[src/rtl/sprite_anim_pkg.sv]
// Shared types for the sprite animation sequencer.
// PINGPONG decode depends on SPRITE_ANIM_PINGPONG_EN.
package sprite_anim_pkg;

  typedef enum logic [1:0] {
    ANIM_LOOP     = 2'd0,
    ANIM_ONCE     = 2'd1,
    ANIM_PINGPONG = 2'd2
  } anim_mode_e;

  typedef enum logic [1:0] {
    RUN    = 2'd0,
    PAUSED = 2'd1,
    DONE   = 2'd2
  } anim_state_e;

  localparam logic [7:0] ANIM_RESTART_KEY = 8'h2b;

  // Mode 3, and mode 2 without ping-pong support, fall back to LOOP
  function automatic anim_mode_e eff_mode(input logic [1:0] m);
    eff_mode = ANIM_LOOP;
    if (m == ANIM_ONCE)
      eff_mode = ANIM_ONCE;
`ifdef SPRITE_ANIM_PINGPONG_EN
    if (m == ANIM_PINGPONG)
      eff_mode = ANIM_PINGPONG;
`endif
  endfunction

endpackage

[src/rtl/sprite_anim_sequencer_if.sv]
// Control/status bundle between game logic and the sprite sequencer.
// master drives controls, slave is the sequencer.
interface sprite_anim_sequencer_if #(
  parameter int FRAME_W = 19
);
  logic [7:0]         keycode;
  logic               press;
  logic [1:0]         mode;
  logic               pause;
  logic [FRAME_W-1:0] base_frame;
  logic [FRAME_W-1:0] frame_num;
  logic               frame_tick;
  logic               done;

  modport master (
    output keycode, press, mode, pause, base_frame,
    input  frame_num, frame_tick, done
  );

  modport slave (
    input  keycode, press, mode, pause, base_frame,
    output frame_num, frame_tick, done
  );
endinterface

[src/rtl/sprite_anim_sequencer_timer.sv]
// Per-frame period counter: expires on PERIOD-1, wraps to 0.
// clr wins over en; counter is frozen when en is low.
module anim_period_timer #(
  parameter int CNT_W  = 25,
  parameter int PERIOD = 6240000
) (
  input  logic clk,
  input  logic rst_n,
  input  logic en_i,
  input  logic clr_i,
  output logic expire_o
);

  localparam logic [CNT_W-1:0] LAST = CNT_W'(PERIOD - 1);

  logic [CNT_W-1:0] cnt_q, cnt_d;

  assign expire_o = (cnt_q == LAST);

  always_comb begin
    cnt_d = cnt_q;
    if (clr_i)
      cnt_d = '0;
    else if (en_i)
      cnt_d = expire_o ? '0 : cnt_q + CNT_W'(1);
  end

  always_ff @(posedge clk or negedge rst_n) begin
    if (!rst_n)
      cnt_q <= '0;
    else
      cnt_q <= cnt_d;
  end

endmodule

[src/rtl/sprite_anim_sequencer.sv]
// Sprite animation frame sequencer: LOOP / ONCE / PINGPONG stepping.
// PINGPONG and the dir register exist only with SPRITE_ANIM_PINGPONG_EN.
module sprite_anim_sequencer
  import sprite_anim_pkg::*;
#(
  parameter int         NUM_FRAMES  = 11,
  parameter int         PERIOD      = 6240000,
  parameter int         CNT_W       = 25,
  parameter int         FRAME_W     = 19,
  parameter logic [7:0] RESTART_KEY = ANIM_RESTART_KEY
) (
  input logic                    clk,
  input logic                    reset,
  sprite_anim_sequencer_if.slave bus
);

  localparam int IDX_W =
    (NUM_FRAMES > 1) ? $clog2(NUM_FRAMES) : 1;
  localparam logic [IDX_W-1:0] LAST = IDX_W'(NUM_FRAMES - 1);

  anim_state_e        state_q, state_d;
  logic [IDX_W-1:0]   idx_q, idx_d;
  logic [FRAME_W-1:0] frame_q, frame_d;
  logic               tick_q, tick_d;
  logic               restart;
  logic               adv;
  logic               tmr_en, tmr_clr, expire;
  anim_mode_e         mode_e;
`ifdef SPRITE_ANIM_PINGPONG_EN
  logic               dir_q, dir_d;
`endif

  assign restart = (bus.keycode == RESTART_KEY) && bus.press;
  assign mode_e  = eff_mode(bus.mode);

  anim_period_timer #(
    .CNT_W  (CNT_W),
    .PERIOD (PERIOD)
  ) u_timer (
    .clk      (clk),
    .rst_n    (reset),
    .en_i     (tmr_en),
    .clr_i    (tmr_clr),
    .expire_o (expire)
  );

  always_comb begin
    state_d = state_q;
    idx_d   = idx_q;
    tick_d  = 1'b0;
    tmr_en  = 1'b0;
    tmr_clr = 1'b0;
    adv     = 1'b0;
`ifdef SPRITE_ANIM_PINGPONG_EN
    dir_d   = dir_q;
`endif
    if (restart) begin
      state_d = RUN;
      idx_d   = '0;
      tmr_clr = 1'b1;
`ifdef SPRITE_ANIM_PINGPONG_EN
      dir_d   = 1'b0;
`endif
    end else begin
      unique case (state_q)
        RUN, PAUSED: begin
          // a low pause in PAUSED resumes counting this same cycle
          if (bus.pause) begin
            state_d = PAUSED;
          end else begin
            state_d = RUN;
            tmr_en  = 1'b1;
            adv     = expire;
          end
        end
        DONE:    tmr_clr = 1'b1;
        default: state_d = RUN;
      endcase
    end

    if (adv) begin
      unique case (1'b1)
        (mode_e == ANIM_ONCE): begin
`ifdef SPRITE_ANIM_PINGPONG_EN
          dir_d = 1'b0;
`endif
          if (idx_q == LAST) begin
            state_d = DONE;
          end else begin
            idx_d  = idx_q + IDX_W'(1);
            tick_d = 1'b1;
          end
        end
`ifdef SPRITE_ANIM_PINGPONG_EN
        (mode_e == ANIM_PINGPONG): begin
          tick_d = 1'b1;
          if (LAST == '0) begin
            idx_d = '0;
          end else if (!dir_q) begin
            if (idx_q == LAST) begin
              idx_d = idx_q - IDX_W'(1);
              dir_d = 1'b1;
            end else begin
              idx_d = idx_q + IDX_W'(1);
            end
          end else begin
            if (idx_q == '0) begin
              idx_d = IDX_W'(1);
              dir_d = 1'b0;
            end else begin
              idx_d = idx_q - IDX_W'(1);
            end
          end
        end
`endif
        default: begin
`ifdef SPRITE_ANIM_PINGPONG_EN
          dir_d  = 1'b0;
`endif
          tick_d = 1'b1;
          idx_d  = (idx_q == LAST) ? '0 : idx_q + IDX_W'(1);
        end
      endcase
    end

    frame_d = bus.base_frame + FRAME_W'(idx_d);
  end

  always_ff @(posedge clk or negedge reset) begin
    if (!reset) begin
      state_q <= RUN;
      idx_q   <= '0;
      frame_q <= '0;
      tick_q  <= 1'b0;
    end else begin
      state_q <= state_d;
      idx_q   <= idx_d;
      frame_q <= frame_d;
      tick_q  <= tick_d;
    end
  end

`ifdef SPRITE_ANIM_PINGPONG_EN
  always_ff @(posedge clk or negedge reset) begin
    if (!reset)
      dir_q <= 1'b0;
    else
      dir_q <= dir_d;
  end
`endif

  assign bus.frame_num  = frame_q;
  assign bus.frame_tick = tick_q;
  assign bus.done       = (state_q == DONE);

endmodule

[src/flat_wrapper.sv]
// flat-port wrapper written by rule: the top's interface ports become plain ports
module sprite_anim_sequencer_flat import sprite_anim_pkg::*;
#(
  parameter int         NUM_FRAMES  = 11,
  parameter int         PERIOD      = 6240000,
  parameter int         CNT_W       = 25,
  parameter int         FRAME_W     = 19,
  parameter logic [7:0] RESTART_KEY = ANIM_RESTART_KEY
)
  (clk, reset, bus_keycode, bus_press, bus_mode, bus_pause, bus_base_frame, bus_frame_num, bus_frame_tick, bus_done);
  sprite_anim_sequencer_if #(.FRAME_W(FRAME_W)) bus_i ();
  input logic clk;
  input logic reset;
  input wire logic [$bits(bus_i.keycode)-1:0] bus_keycode;
  input wire logic [$bits(bus_i.press)-1:0] bus_press;
  input wire logic [$bits(bus_i.mode)-1:0] bus_mode;
  input wire logic [$bits(bus_i.pause)-1:0] bus_pause;
  input wire logic [$bits(bus_i.base_frame)-1:0] bus_base_frame;
  output wire logic [$bits(bus_i.frame_num)-1:0] bus_frame_num;
  output wire logic [$bits(bus_i.frame_tick)-1:0] bus_frame_tick;
  output wire logic [$bits(bus_i.done)-1:0] bus_done;
  assign bus_i.keycode = bus_keycode;
  assign bus_i.press = bus_press;
  assign bus_i.mode = bus_mode;
  assign bus_i.pause = bus_pause;
  assign bus_i.base_frame = bus_base_frame;
  assign bus_frame_num = bus_i.frame_num;
  assign bus_frame_tick = bus_i.frame_tick;
  assign bus_done = bus_i.done;
  sprite_anim_sequencer #(.NUM_FRAMES(NUM_FRAMES), .PERIOD(PERIOD), .CNT_W(CNT_W), .FRAME_W(FRAME_W), .RESTART_KEY(RESTART_KEY)) u_core (.clk(clk), .reset(reset), .bus(bus_i));
endmodule
[config.mk]
export PLATFORM = sky130hd
export DESIGN_NAME = sprite_anim_sequencer_flat
export DESIGN_NICKNAME = d
export VERILOG_FILES = /design/src/rtl/sprite_anim_pkg.sv /design/src/rtl/sprite_anim_sequencer_if.sv /design/src/rtl/sprite_anim_sequencer_timer.sv /design/src/rtl/sprite_anim_sequencer.sv /design/src/flat_wrapper.sv
export SDC_FILE = /design/constraint.sdc
export NUM_CORES = 1
export LEC_CHECK = 0
export ABC_AREA = 1
export CORE_MARGIN = 5
export CORE_UTILIZATION = 55
export DETAILED_ROUTE_END_ITERATION = 12
export GPL_TIMING_DRIVEN = 1
export PLACE_DENSITY = 0.92
export SLEW_MARGIN = 20
export SYNTH_ARGS = -nofsm -noshare
export SYNTH_HDL_FRONTEND = slang
export SYNTH_SLANG_ARGS = --single-unit
[constraint.sdc]
create_clock -name clk -period 4.35 [get_ports clk]
set_input_delay 0.87 -clock clk [delete_from_list [all_inputs] [get_ports clk]]
set_output_delay 0.87 -clock clk [all_outputs]
set_load 0.005 [all_outputs]
# ---- Yosys cells after proc, flatten, opt, wreduce, memory -nomap -nowiden
# Cells that the tools add are included.
dict set report word_totals {
  ram_bits 0
  out_inout_bits 21
  latchBits 0
  romBits 0
  memories 0
  register_bits 51
  word_cells 45
}
dict set report op_classes {
  n_div 0
  n_lt_le_gt_ge 0
  n_bitwise 0
  eq_ne 7
  multipliers 0
  mux 26
  add_sub_neg 3
  n_reduce_logical 4
  n_shift 0
}
# op n
set op_table {}
lappend op_table {{25-bit 2-to-1 mux} 3}
lappend op_table {{25-bit by 1-bit adder with 25-bit output (second input constant)} 1}
lappend op_table {{25-bit by 23-bit == test with 1-bit output (second input constant)} 1}
lappend op_table {{4-bit 2-to-1 mux} 5}
lappend op_table {{19-bit by 4-bit adder with 19-bit output} 1}
lappend op_table {{1-bit 2-to-1 mux} 13}
lappend op_table {{8-bit by 6-bit == test with 1-bit output (second input constant)} 1}
lappend op_table {{2-bit 2-to-1 mux} 4}
lappend op_table {{4-bit by 1-bit adder with 4-bit output (second input constant)} 1}
lappend op_table {{2-bit by 1-bit == test with 1-bit output (second input constant)} 2}
lappend op_table {{4-bit == test (second input constant)} 1}
lappend op_table {{2-bit one-hot mux with 2 select lines} 1}
lappend op_table {{2-bit == test (second input constant)} 1}
lappend op_table {{2-bit logical NOT} 1}
lappend op_table {{2-bit nonzero test} 1}
lappend op_table {{2-bit OR reduction} 1}
lappend op_table {{1-bit == test (second input constant)} 1}
lappend op_table {{1-bit logical AND} 1}

# ---- Logic depth before layout (Yosys ltp)
# Gate-level depths: netlist of run 1.
dict set report logic_depth {
  ltp_word 7
  ltp_mapped 20
}

# ---- Hierarchy
# From an unflattened synthesis of run 1, not the netlist that was laid out.
dict set report unflattened {
  hier_cells 425
  hier_area_um2 3189.3
}
# module seq_area_each_um2 area_each_um2 cells_each instances
set by_module_without_submodules {}
lappend by_module_without_submodules {anim_period_timer 625.6 1649.1 236 1}
lappend by_module_without_submodules {sprite_anim_sequencer 650.6 1540.2 189 1}

# ---- Least setup slack after synthesis of run 1
# OpenSTA, ideal clock, no wires.
dict set report synth_path {
  path_type {input port to flip-flop}
  start {input port bus_keycode[2]}
  end {register u_core.frame_q[16], in the netlist u_core.bus.frame_num[16]}
  slack_ns 1.518
  arrival_ns 2.716
  stages 18
  required_ns 4.234
  path_buffers 0
  setup_time_ns 0.116
  path_cell_list {nor2_1 nand4_4 nand2_2 inv_2 nand3_2 nand3_1 nand2_1 ha_1 fa_1 nand3_1 nand2_1 nand2_1 nor2_4 nand2_1 nor2_2 nand2_1 nand2_1 nand2_1}
}
dict set report synth_via {
  elab_chain_cells 7
  elab_cells_between_ends 8
}
# element line_no
set synth_rtl {}
lappend synth_rtl {{from (decl)} flat_wrapper.sv:14} ;# input wire logic [$bits(bus_i.keycode)-1:0] bus_keycode;
lappend synth_rtl {{8-bit by 6-bit == test with 1-bit output *} sprite_anim_sequencer.sv:33} ;# assign restart = (bus.keycode == RESTART_KEY) && bus.press;
lappend synth_rtl {{1-bit logical AND *} sprite_anim_sequencer.sv:33}
lappend synth_rtl {{4-bit 2-to-1 mux} sprite_anim_sequencer.sv:57} ;# if (restart) begin
lappend synth_rtl {{4-bit 2-to-1 mux} sprite_anim_sequencer.sv:87} ;# if (idx_q == LAST) begin
lappend synth_rtl {{4-bit 2-to-1 mux} sprite_anim_sequencer.sv:82} ;# unique case (1'b1)
lappend synth_rtl {{4-bit 2-to-1 mux *} sprite_anim_sequencer.sv:81} ;# if (adv) begin
lappend synth_rtl {{named net u_core.idx_d[0]} sprite_anim_sequencer.sv:22} ;# logic [IDX_W-1:0] idx_q, idx_d;
lappend synth_rtl {{19-bit by 4-bit adder with 19-bit output *} sprite_anim_sequencer.sv:126} ;# frame_d = bus.base_frame + FRAME_W'(idx_d);
lappend synth_rtl {{named net u_core.frame_d[16]} sprite_anim_sequencer.sv:23} ;# logic [FRAME_W-1:0] frame_q, frame_d;
lappend synth_rtl {{to (signal assigned)} sprite_anim_sequencer.sv:138} ;# frame_q <= frame_d;
lappend synth_rtl {{to (decl)} sprite_anim_sequencer.sv:23}
# The timed path passes the listed nets; every way through them passes the cells marked *.
# A chain may end at the register's enable or synchronous reset.

# ---- Final worst setup path of run 1
dict set report layout_path {
  start {input port bus_keycode[1]}
  end {register u_core.frame_q[16], in the netlist u_core.bus.frame_num[16]}
}
# Same word-level chain as after synthesis.

==> results of run 1 <==
==> metal layers <==
metal | share of wire, % | global-route usage [%] | vias to the layer above
li1 | - | - | 1405
met1 | 41 | 25.5 | 1316
met2 | 50 | 38.8 | 111
met3 | 7.6 | 5.92 | 13
met4 | 1.4 | 5.90 | 0
met5 | 0 | 0 | -
==> cell type report <==
type	count	area, µm²	area share (%)
sequential	51	1280	33.6
tap	72	90.1	2.37
clock buffer	5	68.8	1.81
clock inverter	3	22.5	0.594
inverter	44	170	4.49
multi-input combinational	307	1630	43.0
timing repair buffer	54	533	14.1
==> worst register-to-register path: cells and delay by family (launching register included) <==
kind          cells  cell delay [ns]
simple gates     16             1.91
fa+ha+maj         3             0.62
flops             1             0.41
buf+inv           1             0.10
==> Yosys cell counts, drive strengths merged, types with 2 or more instances <==
cell type / instances / area [µm²]
xor2: 23 / 201
o21ai: 16 / 80.1
ha: 7 / 87.6
dfrtp: 51 / 1280
nor3: 5 / 30.0
nand3b: 2 / 15.0
nand4: 11 / 98.8
xnor2: 5 / 43.8
buf: 4 / 26.3
a21oi: 7 / 35.0
nand3: 47 / 255
nor2: 59 / 282
nand2: 122 / 470
inv: 43 / 161
==> state kept, by name, indices dropped and copies added (netlist names) <==
signal and count:
u_core.state_q 2, u_core.bus.frame_num 19, u_core.idx_q 4, u_core.u_timer.cnt_q 25, u_core.bus.frame_tick 1
==> per-stage QoR <==
stage | setup WS (ns) | util [%] | area [µm²]
after CTS | 0.913 | 68.9 | 3790
after floorplan | 1.52 | - | 3110
final | 0.897 | 68.9 | 3790
after global placement | 0.856 | 67.2 | 3700
after global routing | 0.644 | 68.9 | 3790
after detailed placement | 0.645 | 67.2 | 3700
==> path summary, 6_finish.rpt <==
check / startpoint / endpoint / cells past startpoint
worst max-delay path: bus_keycode[1] / u_core.bus.frame_num[16] / 20
worst min-delay path: u_core.state_q[1] / u_core.state_q[0] / 3
worst max register to register: u_core.u_timer.cnt_q[0] / u_core.bus.frame_num[16] / 20
worst min register to register: u_core.state_q[1] / u_core.state_q[0] / 3
max in group asynchronous: reset / u_core.u_timer.cnt_q[20] / 2
min in group asynchronous: reset / u_core.u_timer.cnt_q[12] / 2
==> kinds of logic (layout without fill, tap and decap cells) <==
family	Yosys count	count (layout)	share of synthesized area, %
AOI/OAI and AO/OA	24	24	3.95
xor gates and xnor gates	28	28	7.90
and+or+nand+nor	247	247	37.3
buffers and inverters	48	106	6.33
DFF	51	51	41.1
adders and majority gates	8	8	3.46
==> report_power, final <==
group	switching, mW	internal [mW]
clock network	0.166	0.117
logic	0.0858	0.0743
registers	0.0264	0.505
total	0.278	0.696
==> cell usage in the layout, fill, tap and decap left out, types with 2 or more instances in the layout <==
| master | instances |
|---|---|
| nor2_2 | 6 |
| inv_2 | 6 |
| o21ai_1 | 4 |
| inv_1 | 37 |
| clkdlybuf4s50_1 | 52 |
| nand3_2 | 4 |
| nor2_4 | 6 |
| xor2_1 | 23 |
| xnor2_1 | 5 |
| nor2_1 | 47 |
| dfrtp_1 | 51 |
| inv_6 | 2 |
| nand2_1 | 117 |
| ha_1 | 7 |
| nand4_1 | 9 |
| nand4_4 | 2 |
| a21oi_1 | 7 |
| clkbuf_8 | 5 |
| nand3_1 | 43 |
| o21ai_0 | 12 |
| nand2_2 | 5 |
| nand3b_1 | 2 |
| nor3_1 | 4 |
==> impl_metrics.py, run 1 <==
metrics = {
    "clock_network": {
        "ctsResizeCount": 0,
        "clock_latency_ns": 0.31,
        "post_cts_buffers": 0,
        "cts_buffers": 5,
        "cts_sinks": 51,
        "max-clock-path-buffers": 2,
        "cts-root-buf": "clkbuf_8",
        "clk_pin_slew_worst_paths_ns": 0.10,
        "cts_tree": "built",
        "htree_levels": 2,
        "cts_hold_buf": 0,
    },
    "sta": {
        "finalHoldViolations": 0,
        "holdWs_ns": 0.555,
        "tightest_slew_ns": 0.625,
        "rsz0062_at_grt": "no",
        "period_needed_ns": 3.45,
        "maxSlewHeadroom_pct": 58.3,
        "slew_viol_final": 0,
        "fmax_ghz": 0.290,
        "tns_ns": 0,
        "clock_skew_ns": 0.00907,
        "finalCritPeriodShare_pct": 79.4,
        "finalSetupViolations": 0,
    },
    "power": {
        "power.leakage_nw": 1.77,
        "powerDensity_nw_per_um2": 257,
        "finalPower_uw": 974,
        "peakVddDrop_v": 0.000201,
    },
    "worst_setup_path": {
        "crit_path_end_kind": "flip-flop",
        "worst_path_most_repeated_cell": "nand2_1",
        "cp_slowest_cell": "clkdlybuf4s50_1",
        "path_max_fanout": 12,
        "crit_family": "simple AND/OR/NAND/NOR gates",
        "worstSetupStartpointType": "input port",
        "crit_path_cell_trace": "clkdlybuf4s50_1, nand2_1, nor2_2, nand4_4, nand2_2, inv_2, nand3_2, nand3_1, nand2_1, ha_1, fa_1, nand3_1, nand2_1, nand2_1, nor2_4, nand2_1, nor2_2, nand2_1, nand2_1, nand2_1",
        "required_ns": 4.55,
        "cp.arrival_ns": 3.65,
        "critical_path.n_buffers_inverters": 2,
        "cpPeakStageDelay_ns": 0.46,
        "crit_type": "in2reg",
        "ff2ff_setup_slack_ns": 1.23,
    },
    "routing": {
        "firstDrtPassIters": 8,
        "drc": 0,
        "ant_nets": 0,
        "drt_wl_total_um": 7260,
        "avgRoutedWirePerCell_um": 13.5,
        "vias": 2845,
        "post_drt_via_cell_ratio": 5.31,
        "drtIter0Drc": 216,
    },
    "place": {
        "dp.cells": 528,
        "port_buffers": 53,
        "place.gp.congestion": 0.957,
        "detailed_place_hpwl_um": 5600,
    },
    "floorplanning": {
        "dieHeight_um": 85.1,
        "die_w_um": 85.1,
        "start_util_pct": 56.4,
        "core_area_um2": 5510,
        "dieArea_um2": 7250,
        "ios": 54,
        "fp-row-count": 27,
    },
    "grt": {
        "grt.overflow.total": 0,
        "antenna_found_initial": 0,
        "grt_use_total_pct": 21.7,
        "grt_first_pass_wirelength_um": 12900,
        "grt_pass1_vias": 2882,
        "grt_max_degree": 52,
    },
    "job": {
        "maxCapViolations": 0,
    },
    "min_path": {
        "hold_path_class": "reg2reg",
    },
    "cells_and_area": {
        "diodes": 0,
        "drive_above_1_share_pct": 8.84,
        "area_growth_syn_to_layout_pct": 22.2,
        "fillers": 426,
        "instances_no_fill": 536,
        "final_net_count": 504,
    },
    "yosys": {
        "synth-seq-cells": 51,
        "ys.flop_type": "dfrtp_1",
        "netlist-cell-type-count": 27,
        "synth_edf_count": 0,
        "syn-cell-area_um2": 3110,
        "yosysWarningCount": 0,
        "ys_seq_area_share_pct": 41.1,
        "synth_fp_nets": 447,
        "async_flop_share_pct": 100,
        "syn_area_per_cell_um2": 7.65,
        "synth_cells": 406,
    },
    "run_status": {
        "outcome": "finished, final reports clean",
    },
}
Note: power is estimated with default switching activity, not from simulation.
==> inputs of run 2 (changes only) <==
- CORE_UTILIZATION: 55 -> 48
- PLACE_DENSITY: 0.92 -> 0.85
- clock period: 4.35 -> 3.01 ns (I/O delays scaled with it)
==> impl_metrics.py, run 2 (synthesis gave the netlist of run 1 again) <==
metrics = {
    "cells_and_area": {
        "final_cell_mix": "nand2_1, clkdlybuf4s50_1, dfrtp_1, nor2_1, nand3_1",
        "largest-register": "u_core.u_timer.cnt_q",
        "area_growth_syn_to_layout_pct": 26.8,
        "largest_register_ffs": 25,
        "drive_above_1_share_pct": 12.2,
        "ff_latch_area_um2": 1280,
        "diodes": 0,
        "final_common_cell": "nand2_1",
        "final_net_count": 516,
        "multi_input_area_um2": 1650,
        "fillers": 555,
    },
    "routing": {
        "post_drt_via_cell_ratio": 5.17,
        "drc": 0,
        "ant_nets": 0,
        "drt_wl_total_um": 7480,
        "vias": 2857,
        "drtIter0Drc": 215,
        "firstDrtPassIters": 4,
        "avgRoutedWirePerCell_um": 13.5,
    },
    "worst_setup_path": {
        "critPathLaunch": "u_core.u_timer.cnt_q[0]",
        "crit_path_end_kind": "flip-flop",
        "worstRegToRegCells": 18,
        "ff2ff_setup_slack_ns": 0.16,
        "rr_endpoint": "u_core.bus.frame_num[10]",
        "reg2reg_from": "u_core.u_timer.cnt_q[0]",
        "path_max_fanout": 6,
        "crit_type": "reg2reg",
        "required_ns": 3.20,
        "cp.arrival_ns": 3.04,
        "worstSetupStartpointType": "flip-flop",
    },
    "power": {
        "clkPwrFrac_pct": 33.4,
        "internal-power_mw": 1.12,
        "p_sw_uw": 405,
        "powerDensity_nw_per_um2": 386,
        "p_comb_share_pct": 15.9,
        "power.sequential.fraction_pct": 50.6,
        "swShare_pct": 26.6,
        "peakVddDrop_v": 0.000263,
        "power.leakage_nw": 1.84,
    },
    "place": {
        "pre_cts_ws_ns": -0.146,
        "detailed_place_hpwl_um": 5810,
        "port_buffers": 53,
        "place.gp.congestion": 0.949,
    },
    "sta": {
        "rsz0062_at_grt": "yes",
        "slew_viol_final": 0,
        "holdWs_ns": 0.286,
        "clock_skew_ns": 0.0172,
        "finalCritPeriodShare_pct": 94.7,
        "finalSetupViolations": 0,
        "fmax_ghz": 0.351,
        "setup_ws_ns": 0.159,
        "finalHoldViolations": 0,
        "tightest_slew_ns": 0.617,
        "maxSlewHeadroom_pct": 58.8,
        "period_needed_ns": 2.85,
    },
    "job": {
        "maxCapViolations": 0,
    },
    "floorplanning": {
        "core_area_um2": 6310,
        "start_util_pct": 49.2,
        "die_w_um": 90.4,
        "fp-row-count": 29,
        "dieArea_um2": 8180,
        "ios": 54,
        "dieHeight_um": 90.4,
    },
    "clock_network": {
        "cts_sinks": 51,
        "max-clock-path-buffers": 2,
        "cts_buffers": 5,
        "cts_tree": "built",
        "cts-root-buf": "clkbuf_8",
        "clock_latency_ns": 0.32,
        "htree_levels": 2,
        "clk_pin_slew_worst_paths_ns": 0.11,
    },
    "grt": {
        "grt_use_total_pct": 19.0,
        "grt.overflow.total": 0,
        "grt_first_pass_wirelength_um": 13100,
        "antenna_found_initial": 0,
        "grt_max_degree": 29,
        "grt_pass1_vias": 2975,
    },
    "run_status": {
        "outcome": "finished, final reports clean",
    },
    "min_path": {
        "hold_path_class": "in2async",
    },
}
==> run 2: changes by cell type in the layout (fill, tap and decap cells not counted) <==
| cell | before | now |
|---|---|---|
| ha_1 | 7 | 5 |
| inv_6 | 2 | 1 |
| nor2_1 | 47 | 46 |
| nor2_4 | 6 | 7 |
| clkinv_2 | 1 | 0 |
| ha_2 | 0 | 2 |
| bufinv_16 | 0 | 1 |
| nand2_2 | 5 | 6 |
| clkbuf_8 | 5 | 6 |
| dfrtp_2 | 0 | 1 |
| nand2_1 | 117 | 116 |
| buf_4 | 1 | 13 |
| dfrtp_1 | 51 | 50 |
==> run 2: metal layers <==
metal  vias to the layer above  part of all wire, %  global-route usage, %
li1                       1433                    -                      -
met1                      1323                   41                   23.3
met2                        85                   50                   31.8
met3                        16                  6.8                   5.50
met4                         0                  1.8                   6.33
met5                         -                    0                      0
==> run 2: worst max path at each step <==
stage,endpoint,slack [ns],cells past startpoint
after floorplan,u_core.bus.frame_num[16],0.45,18
after global placement,u_core.bus.frame_num[16],0.008,20
after global routing,u_core.bus.frame_num[10],-0.03,18
final,u_core.bus.frame_num[10],0.16,18
after CTS,u_core.bus.frame_num[16],0.17,20
after detailed placement,u_core.bus.frame_num[16],-0.15,20
==> run 2: stage by stage <==
step | instances | power [mW] | area (µm²) | utilization, % | TNS [ns]
2_1_floorplan | 406 | 0.892 | 3110 | - | 0
3_3_place_gp | 542 | 1.00 | 3780 | 59.8 | 0
3_5_place_dp | 542 | 1.02 | 3780 | 59.8 | -0.514
4_1_cts | 550 | 1.52 | 3900 | 61.7 | 0
5_1_grt | 553 | 1.60 | 3940 | 62.3 | -0.0923
6_report | 553 | 1.52 | 3940 | 62.3 | 0
==> run 2: critical path, cell delays in order (launching register included) <==
cell      delay (ns)
dfrtp_1         0.41
ha_2            0.21
nand2_2         0.10
nor2_4          0.12
nand2_2         0.11
clkinv_4        0.09
nand4_4         0.09
nor2_4          0.16
nand3_1         0.08
nand2_1         0.10
ha_2            0.20
fa_1            0.20
nand3_1         0.09
nand2_1         0.11
nand2_1         0.09
nor2_4          0.18
nand2_1         0.11
buf_4           0.15
xnor2_1         0.11
==> run 2: timing repair <==
action | CTS | global route
setup buffers | 0 | 3
resized for setup | 0 | 6
endpoints found under the hold margin | 0 | 0
endpoints found under the setup margin | 0 | 4
hold buffers | 0 | 0
==> run 2: power by group through the flow <==
stage / clock network, mW / logic [mW] / registers, mW
finish: 0.509 / 0.242 / 0.770
global route: 0.553 / 0.270 / 0.774
CTS: 0.518 / 0.238 / 0.769
detailed placement: 0 / 0.236 / 0.781
global placement: 0 / 0.225 / 0.779
floorplan: 0 / 0.116 / 0.776
==> run 2: final cells by class <==
class	count	area share, %
clock buffer	6	2.10
multi-input combinational	307	41.9
sequential	51	32.5
timing repair buffer	66	15.8
tap	77	2.45
clock inverter	2	0.985
inverter	44	4.32
==> inputs of run 3 (changes only) <==
- CELL_PAD_IN_SITES_DETAIL_PLACEMENT: default -> 0
- CELL_PAD_IN_SITES_GLOBAL_PLACEMENT: default -> 2
- CORE_UTILIZATION: 48 -> 33
- DONT_BUFFER_PORTS: default -> 1
- TNS_END_PERCENT: default -> 5
==> impl_metrics.py, run 3 (synthesis gave the netlist of run 1 again) <==
metrics = {
    "run_status": {
        "outcome": "finished, final reports clean",
    },
    "routing": {
        "drtIter0Drc": 106,
        "drc": 0,
        "avgRoutedWirePerCell_um": 14.4,
        "ant_nets": 0,
        "vias": 2604,
        "post_drt_via_cell_ratio": 4.89,
        "firstDrtPassIters": 4,
        "drt_wl_total_um": 7640,
    },
    "sta": {
        "finalSetupViolations": 0,
        "finalHoldViolations": 0,
        "finalCritPeriodShare_pct": 92.0,
        "setup_ws_ns": 0.242,
        "period_needed_ns": 2.77,
        "tightest_slew_ns": 0.397,
        "maxSlewHeadroom_pct": 73.5,
        "slew_viol_final": 0,
        "holdWs_ns": 0.123,
        "clock_skew_ns": 0.0119,
        "tns_ns": 0,
        "fmax_ghz": 0.361,
        "rsz0062_at_grt": "yes",
    },
    "job": {
        "maxCapViolations": 0,
    },
    "grt": {
        "grt_use_total_pct": 14.5,
        "grt_max_degree": 52,
        "antenna_found_initial": 0,
        "grt.overflow.total": 0,
        "use_met3_pct": 5.30,
        "gr-usage-met1_pct": 18.1,
        "grt_first_pass_wirelength_um": 13400,
        "gr-usage-met2_pct": 23.8,
        "grt_pass1_vias": 2763,
        "busiest_layer": "met2",
    },
    "cells_and_area": {
        "diodes": 0,
        "largest_register_ffs": 25,
        "drive_above_1_share_pct": 13.8,
        "final_cell_mix": "nand2_1, dfrtp_1, nor2_1, nand3_1, inv_1",
        "fillers": 959,
        "final_common_cell": "nand2_1",
        "area_growth_syn_to_layout_pct": 11.6,
        "largest-register": "u_core.u_timer.cnt_q",
        "final_util_pct": 37.7,
        "final_net_count": 461,
    },
    "power": {
        "finalPower_mw": 1.45,
        "powerDensity_nw_per_um2": 419,
        "peakVddDrop_v": 0.000211,
        "p_sw_uw": 390,
        "power.leakage_nw": 1.64,
        "clkPwrFrac_pct": 35.9,
        "power.sequential.fraction_pct": 53.2,
        "p_comb_share_pct": 10.9,
        "internal-power_mw": 1.06,
        "swShare_pct": 26.9,
    },
    "floorplanning": {
        "die_w_um": 107,
        "start_util_pct": 33.8,
        "core_area_um2": 9200,
        "ios": 54,
        "fp-row-count": 35,
        "dieHeight_um": 107,
        "dieArea_um2": 11500,
    },
    "worst_setup_path": {
        "cp.arrival_ns": 2.97,
        "required_ns": 3.22,
        "rr_endpoint": "u_core.bus.frame_num[16]",
        "worstRegToRegCells": 20,
        "worstSetupStartpointType": "flip-flop",
        "crit_type": "reg2reg",
        "reg2reg_from": "u_core.u_timer.cnt_q[0]",
        "crit_path_end_kind": "flip-flop",
        "path_max_fanout": 6,
        "ff2ff_setup_slack_ns": 0.24,
    },
    "place": {
        "detailed_place_hpwl_um": 5770,
        "place.gp.congestion": 0.862,
        "pre_cts_ws_ns": 0.143,
        "port_buffers": 0,
    },
    "min_path": {
        "hold_path_class": "in2async",
    },
    "clock_network": {
        "cts-root-buf": "clkbuf_8",
        "clock_latency_ns": 0.31,
        "max-clock-path-buffers": 2,
        "clk_pin_slew_worst_paths_ns": 0.10,
        "htree_levels": 2,
        "cts_buffers": 5,
        "cts_sinks": 51,
        "cts_tree": "built",
    },
}
## run 3: how the worst max path moves through the flow
stage,endpoint,from,cells after the start
after detailed placement,u_core.bus.frame_num[16],u_core.u_timer.cnt_q[0],20
after global placement,u_core.bus.frame_num[16],u_core.u_timer.cnt_q[0],20
final,u_core.bus.frame_num[16],u_core.u_timer.cnt_q[0],20
after floorplan,u_core.bus.frame_num[16],bus_keycode[2],18
after global routing,u_core.bus.frame_num[16],u_core.u_timer.cnt_q[0],20
after CTS,u_core.bus.frame_num[16],u_core.u_timer.cnt_q[0],20
## run 3: what timing repair did
| action | CTS | global route |
|---|---|---|
| hold buffers | 1 | 0 |
| gates resized for setup | 0 | 9 |
| endpoints found under the setup margin | 0 | 3 |
| setup buffers | 0 | 5 |
| hold endpoints to repair | 51 | 0 |
## run 3: worst max-delay path, cell delays in order, from the launching register on
cell      delay [ns]
dfrtp_1         0.42
ha_2            0.21
nand2_2         0.09
nor2_4          0.13
nand2_4         0.08
clkinv_4        0.08
nand4_4         0.10
nor2_4          0.16
nand3_1         0.08
nand2_1         0.09
ha_2            0.20
fa_2            0.22
nand3_1         0.09
nand2_2         0.09
nand2_1         0.08
nor2_4          0.16
nand2_2         0.06
nor2_2          0.15
nand2_1         0.07
nand2_1         0.06
nand2_1         0.05
## run 3: final cells by class
class | count | area (µm²) | area share, %
tap | 111 | 139 | 4.01
timing repair buffer | 11 | 103 | 2.96
inverter | 44 | 170 | 4.91
clock inverter | 2 | 38.8 | 1.12
multi-input combinational | 307 | 1650 | 47.7
clock buffer | 6 | 82.6 | 2.38
sequential | 51 | 1280 | 36.9
## run 3: power by group through the flow
stage / Combinational, mW / Clock [mW] / Sequential [mW]
after floorplan: 0.116 / 0 / 0.776
after global routing: 0.189 / 0.567 / 0.782
after CTS: 0.161 / 0.544 / 0.773
final: 0.158 / 0.521 / 0.772
after detailed placement: 0.142 / 0 / 0.785
after global placement: 0.140 / 0 / 0.786
## run 3: per-layer routing
layer | vias to the layer above | wire, µm | part of all wire, %
li1 | 1319 | - | -
met1 | 1220 | 3470 | 45
met5 | - | 0 | 0
met4 | 0 | 91 | 1.2
met2 | 56 | 3530 | 46
met3 | 9 | 540 | 7.1
## run 3: per-stage QoR
| stage | cells | area, µm² |
|---|---|---|
| after floorplan | 406 | 3110 |
| after global placement | 518 | 3260 |
| after detailed placement | 518 | 3260 |
| after CTS | 527 | 3400 |
| after global routing | 532 | 3470 |
| final | 532 | 3470 |
==> variant 1, RTL diff (settings of run 1) <==
One comparison of `cnt_q` changes from == to >=.
--- a/src/rtl/sprite_anim_sequencer_timer.sv
+++ b/src/rtl/sprite_anim_sequencer_timer.sv
@@ -15,7 +15,7 @@
 
   logic [CNT_W-1:0] cnt_q, cnt_d;
 
-  assign expire_o = (cnt_q == LAST);
+  assign expire_o = (cnt_q >= LAST);
 
   always_comb begin
     cnt_d = cnt_q;
Function: same outputs for any inputs over 10 cycles, from zero or initial values and one cycle with reset low; that may be too few to reach the edited logic, so the function may still have changed.
==> variant 1 against run 1 <==
  * Sequential cell count unchanged
  * Setup slack got worse by 0.39 ns
  * Hold slack got worse by 0.020 ns
  * Final area increased by 2.7%
  * Largest power group unchanged
  * Wire length increased by 8.9%
  * Synthesized area increased by 3.5%
  * Largest cell class unchanged
  * Clock skew decreased by 0.00056 ns
  * Total power increased by 5.8%
  * Critical path type unchanged
==> variant 1: results <==
{
  "status": "completed",
  "placed_area_um2": 3800,
  "fin_skew_ns": 0.00851,
  "worstPathMaxFanout": 7,
  "grt_max_degree": 31,
  "hold_depth": 2,
  "whs_ns": 0.534,
  "drt_pass1_iterations": 5,
  "synth_nets": 495,
  "hpwlAfterDp_mm": 6.26,
  "min_to": "u_core.u_timer.cnt_q[23]",
  "yosysUniqueCellTypes": 30,
  "antenna_found_initial": 0,
  "maxSlewHeadroom": 0.483,
  "ys_seq_area_frac": 0.397,
  "timing.final.ws_setup_ns": 0.504,
  "r2r_end": "u_core.bus.frame_num[16]",
  "synth_area_leaders": "dfrtp_1, nand2_1, inv_1",
  "nFillCells": 431,
  "peakVddDrop_mv": 0.186,
  "cpPeakStageDelay_ns": 0.49,
  "regToRegStartpoint": "u_core.u_timer.cnt_q[1]",
  "synth_mux_area_frac": 0,
  "nets": 552,
  "largest_reg_flops": 25,
  "grt_pass1_wl_mm": 13.8,
  "grt_pass1_vias": 3158,
  "num_vias": 3075,
  "min_path_type": "flip-flop to flip-flop",
  "post-place-ws_ns": 0.267,
  "synth_compound_area_frac": 0.0315,
  "gp_congestion": 0.977,
  "internal_power_w": 0.000713,
  "leakagePower_nw": 1.93,
  "drtIter0Drc": 164,
  "worstSkewPairLatency_ns": 0.31,
  "top_register": "u_core.u_timer.cnt_q",
  "synth_xor_area_frac": 0.0545,
  "hold_start": "u_core.u_timer.cnt_q[23]",
  "synthAdderAreaFrac": 0.0335,
  "antenna_cells": 0,
  "cts_buffers": 5,
  "drive_above_1_share": 0.0742,
  "ff2ff_setup_slack_ns": 0.92,
  "ys_top_cells_by_count": "nand2_1, inv_1, nor2_1, dfrtp_1, nand3_1",
  "worstPathArrival_ns": 4.09,
  "async_flop_share": 1.00,
  "track_usage": 0.227,
  "totalWireLength_mm": 7.91,
  "cts_root_buf": "clkbuf_8",
  "synth_flop_cell": "dfrtp_1"
}
[variant 1: cell types whose count changed in the layout (fill, tap and decap cells not counted), sizes merged, moves of 2 or more]
cell,change
nand3b,-2
nor3,+4
nand2,+36
o22ai,+2
nand4,-5
nand3,-7
o21ai,-5
xor2,-9
inv,+23
and3,+2
nor2,+9
clkinv,-2
[variant 1: tightest hold or removal path, stage by stage (launching register included)]
cell     delay, ns
dfrtp_1       0.39
inv_1         0.07
nor2_1        0.04
[variant 1: cells by family (layout without fill, tap and decap cells)]
group	count (synthesis)	in the layout
AOI/OAI and AO/OA	19	19
xor gates and xnor gates	20	20
adders and majority gates	8	8
buffers and inverters	71	129
DFF	51	51
and+or+nand+nor	285	285
[variant 1: worst max-delay path by stage]
stage,startpoint,to,cells past startpoint
final,bus_keycode[5],u_core.bus.frame_num[16],20
after detailed placement,bus_keycode[5],u_core.bus.frame_num[16],20
after CTS,bus_keycode[5],u_core.bus.frame_num[16],20
after global routing,bus_keycode[5],u_core.bus.frame_num[16],20
after floorplan,bus_keycode[1],u_core.bus.frame_num[16],19
after global placement,bus_keycode[1],u_core.bus.frame_num[16],20
[variant 1: per-stage QoR]
step	util	cells
CTS	0.695	584
global placement	0.678	576
floorplan	-	454
global route	0.695	584
finish	0.695	584
detailed placement	0.678	576
[variant 1: area by class of cell]
class,instances,area [um2],area share
sequential,51,1280,0.328
timing repair buffer,55,541,0.139
inverter,66,248,0.0636
tap,72,90.1,0.0231
clock inverter,3,25.0,0.00642
clock buffer,5,68.8,0.0177
multi-input combinational,332,1650,0.423
[variant 1: per-layer routing]
metal  vias to the layer above  GRT usage  wire (um)
met5                         -          0          0
met4                         0     0.0609        172
met3                        19     0.0504        576
met2                       144      0.401       3910
met1                      1399      0.278       3250
li1                       1513          -          -
[variant 1: power by group through the flow]
stage	clock (W)	sequential, W	combinational, W
global route	0.000318	0.000551	0.000218
floorplan	0	0.000545	0.000108
CTS	0.000297	0.000544	0.000192
finish	0.000293	0.000544	0.000192
detailed placement	0	0.000553	0.000191
global placement	0	0.000551	0.000185
==> variant 2, RTL diff (settings of run 1) <==
Made on the original files. `PERIOD` is set to 6240000 in 3 places; all go to 4680000.
--- a/src/rtl/sprite_anim_sequencer_timer.sv
+++ b/src/rtl/sprite_anim_sequencer_timer.sv
@@ -2,7 +2,7 @@
 // clr wins over en; counter is frozen when en is low.
 module anim_period_timer #(
   parameter int CNT_W  = 25,
-  parameter int PERIOD = 6240000
+  parameter int PERIOD = 4680000
 ) (
   input  logic clk,
   input  logic rst_n,
--- a/src/rtl/sprite_anim_sequencer.sv
+++ b/src/rtl/sprite_anim_sequencer.sv
@@ -4,7 +4,7 @@
   import sprite_anim_pkg::*;
 #(
   parameter int         NUM_FRAMES  = 11,
-  parameter int         PERIOD      = 6240000,
+  parameter int         PERIOD      = 4680000,
   parameter int         CNT_W       = 25,
   parameter int         FRAME_W     = 19,
   parameter logic [7:0] RESTART_KEY = ANIM_RESTART_KEY
--- a/src/flat_wrapper.sv
+++ b/src/flat_wrapper.sv
@@ -2,7 +2,7 @@
 module sprite_anim_sequencer_flat import sprite_anim_pkg::*;
 #(
   parameter int         NUM_FRAMES  = 11,
-  parameter int         PERIOD      = 6240000,
+  parameter int         PERIOD      = 4680000,
   parameter int         CNT_W       = 25,
   parameter int         FRAME_W     = 19,
   parameter logic [7:0] RESTART_KEY = ANIM_RESTART_KEY
Check against the original RTL: no difference found for any inputs over 10 cycles, from zero or initial values and one cycle with reset low; that may be too few to reach the edited logic, so the function may still have changed.
==> variant 2 against run 1 <==
  * Wire length up 14%
  * Setup slack better by 0.11 ns
  * Synthesized area up 5.0%
  * Sequential power up 3%
  * Sequential cell count unchanged
  * Clock power up 6%
  * Total power up 4.4%
  * Final area up 4.1%
==> variant 2: results <==
{
  "status": "completed",
  "hpwlAfterDp_mm": 6.47,
  "drtIter0Drc": 221,
  "grt_pass1_wl_mm": 13.7,
  "wl_per_cell_um": 13.8,
  "min_period_ns": 3.34,
  "drive_above_1_share": 0.0727,
  "nFillCells": 480,
  "grt_max_degree": 30,
  "worstPathArrival_ns": 3.55,
  "fin_skew_ns": 0.0116,
  "peakVddDrop_mv": 0.213,
  "gp_congestion": 0.963,
  "ys_seq_area_frac": 0.391,
  "synth_nets": 508,
  "synth_compound_area_frac": 0.0299,
  "worstPathMaxFanout": 9,
  "post-place-ws_ns": 0.679,
  "rr_worst_depth": 17,
  "whs_ns": 0.512,
  "leakagePower_nw": 1.91,
  "track_usage": 0.227,
  "grt_pass1_vias": 3038,
  "drt_pass1_iterations": 5,
  "async_flop_share": 1.00,
  "yosysUniqueCellTypes": 26,
  "nets": 563,
  "path_delay_family": "simple AND/OR/NAND/NOR gates"
}
-- variant 2: worst max path at each step --
stage | from | endpoint | cells past startpoint
2_1_floorplan | bus_keycode[6] | u_core.bus.frame_num[18] | 18
3_3_place_gp | bus_keycode[6] | u_core.bus.frame_num[18] | 19
3_5_place_dp | bus_keycode[6] | u_core.bus.frame_num[18] | 19
4_1_cts | bus_keycode[6] | u_core.bus.frame_num[18] | 19
5_1_grt | bus_keycode[5] | u_core.bus.frame_num[18] | 18
6_report | bus_keycode[6] | u_core.bus.frame_num[18] | 19
-- variant 2: cells by family (layout without fill, tap and decap cells) --
group,count (synthesis),after routing
AOI/OAI and AO/OA,19,19
xor gates and xnor gates,20,20
adders and majority gates,8,8
buffers and inverters,67,123
DFF,51,51
and+or+nand+nor,302,302
-- variant 2: through the flow --
stage	cell area (um2)	instances
2_1_floorplan	3260	467
3_3_place_gp	3850	590
3_5_place_dp	3850	590
4_1_cts	3950	598
5_1_grt	3950	598
6_report	3950	598
-- variant 2: worst register-to-register path: cells and delay by family, from the launching register on --
kind,cells,cell delay (ns)
flops,1,0.42
xor+xnor,1,0.15
simple gates,12,1.49
fa+ha+maj,3,0.89
buf+inv,1,0.05
-- variant 2: power breakdown --
part	switching, W	internal, W	total [W]
clock network	0.000180	0.000120	0.000299
registers	0.0000414	0.000506	0.000548
logic	0.0000915	0.0000779	0.000169
-- variant 2: per-layer routing --
layer  GRT usage  share of wire  vias up  routed length, um
met5           0              0        -                  0
met4      0.0737          0.025        0                208
met3      0.0681          0.090       24                746
met2       0.393           0.49      125               4020
met1       0.268           0.40     1560               3290
li1            -              -     1579                  -
-- variant 2: layout make-up --
cell class	count	area [um2]	share of cell area
multi-input cells	349	1720	0.436
flip-flops and latches	51	1280	0.323
repair buffers	54	533	0.135
inverters	61	229	0.0580
well taps	75	93.8	0.0238
clock buffers	5	68.8	0.0174
clock inverters	3	27.5	0.00697
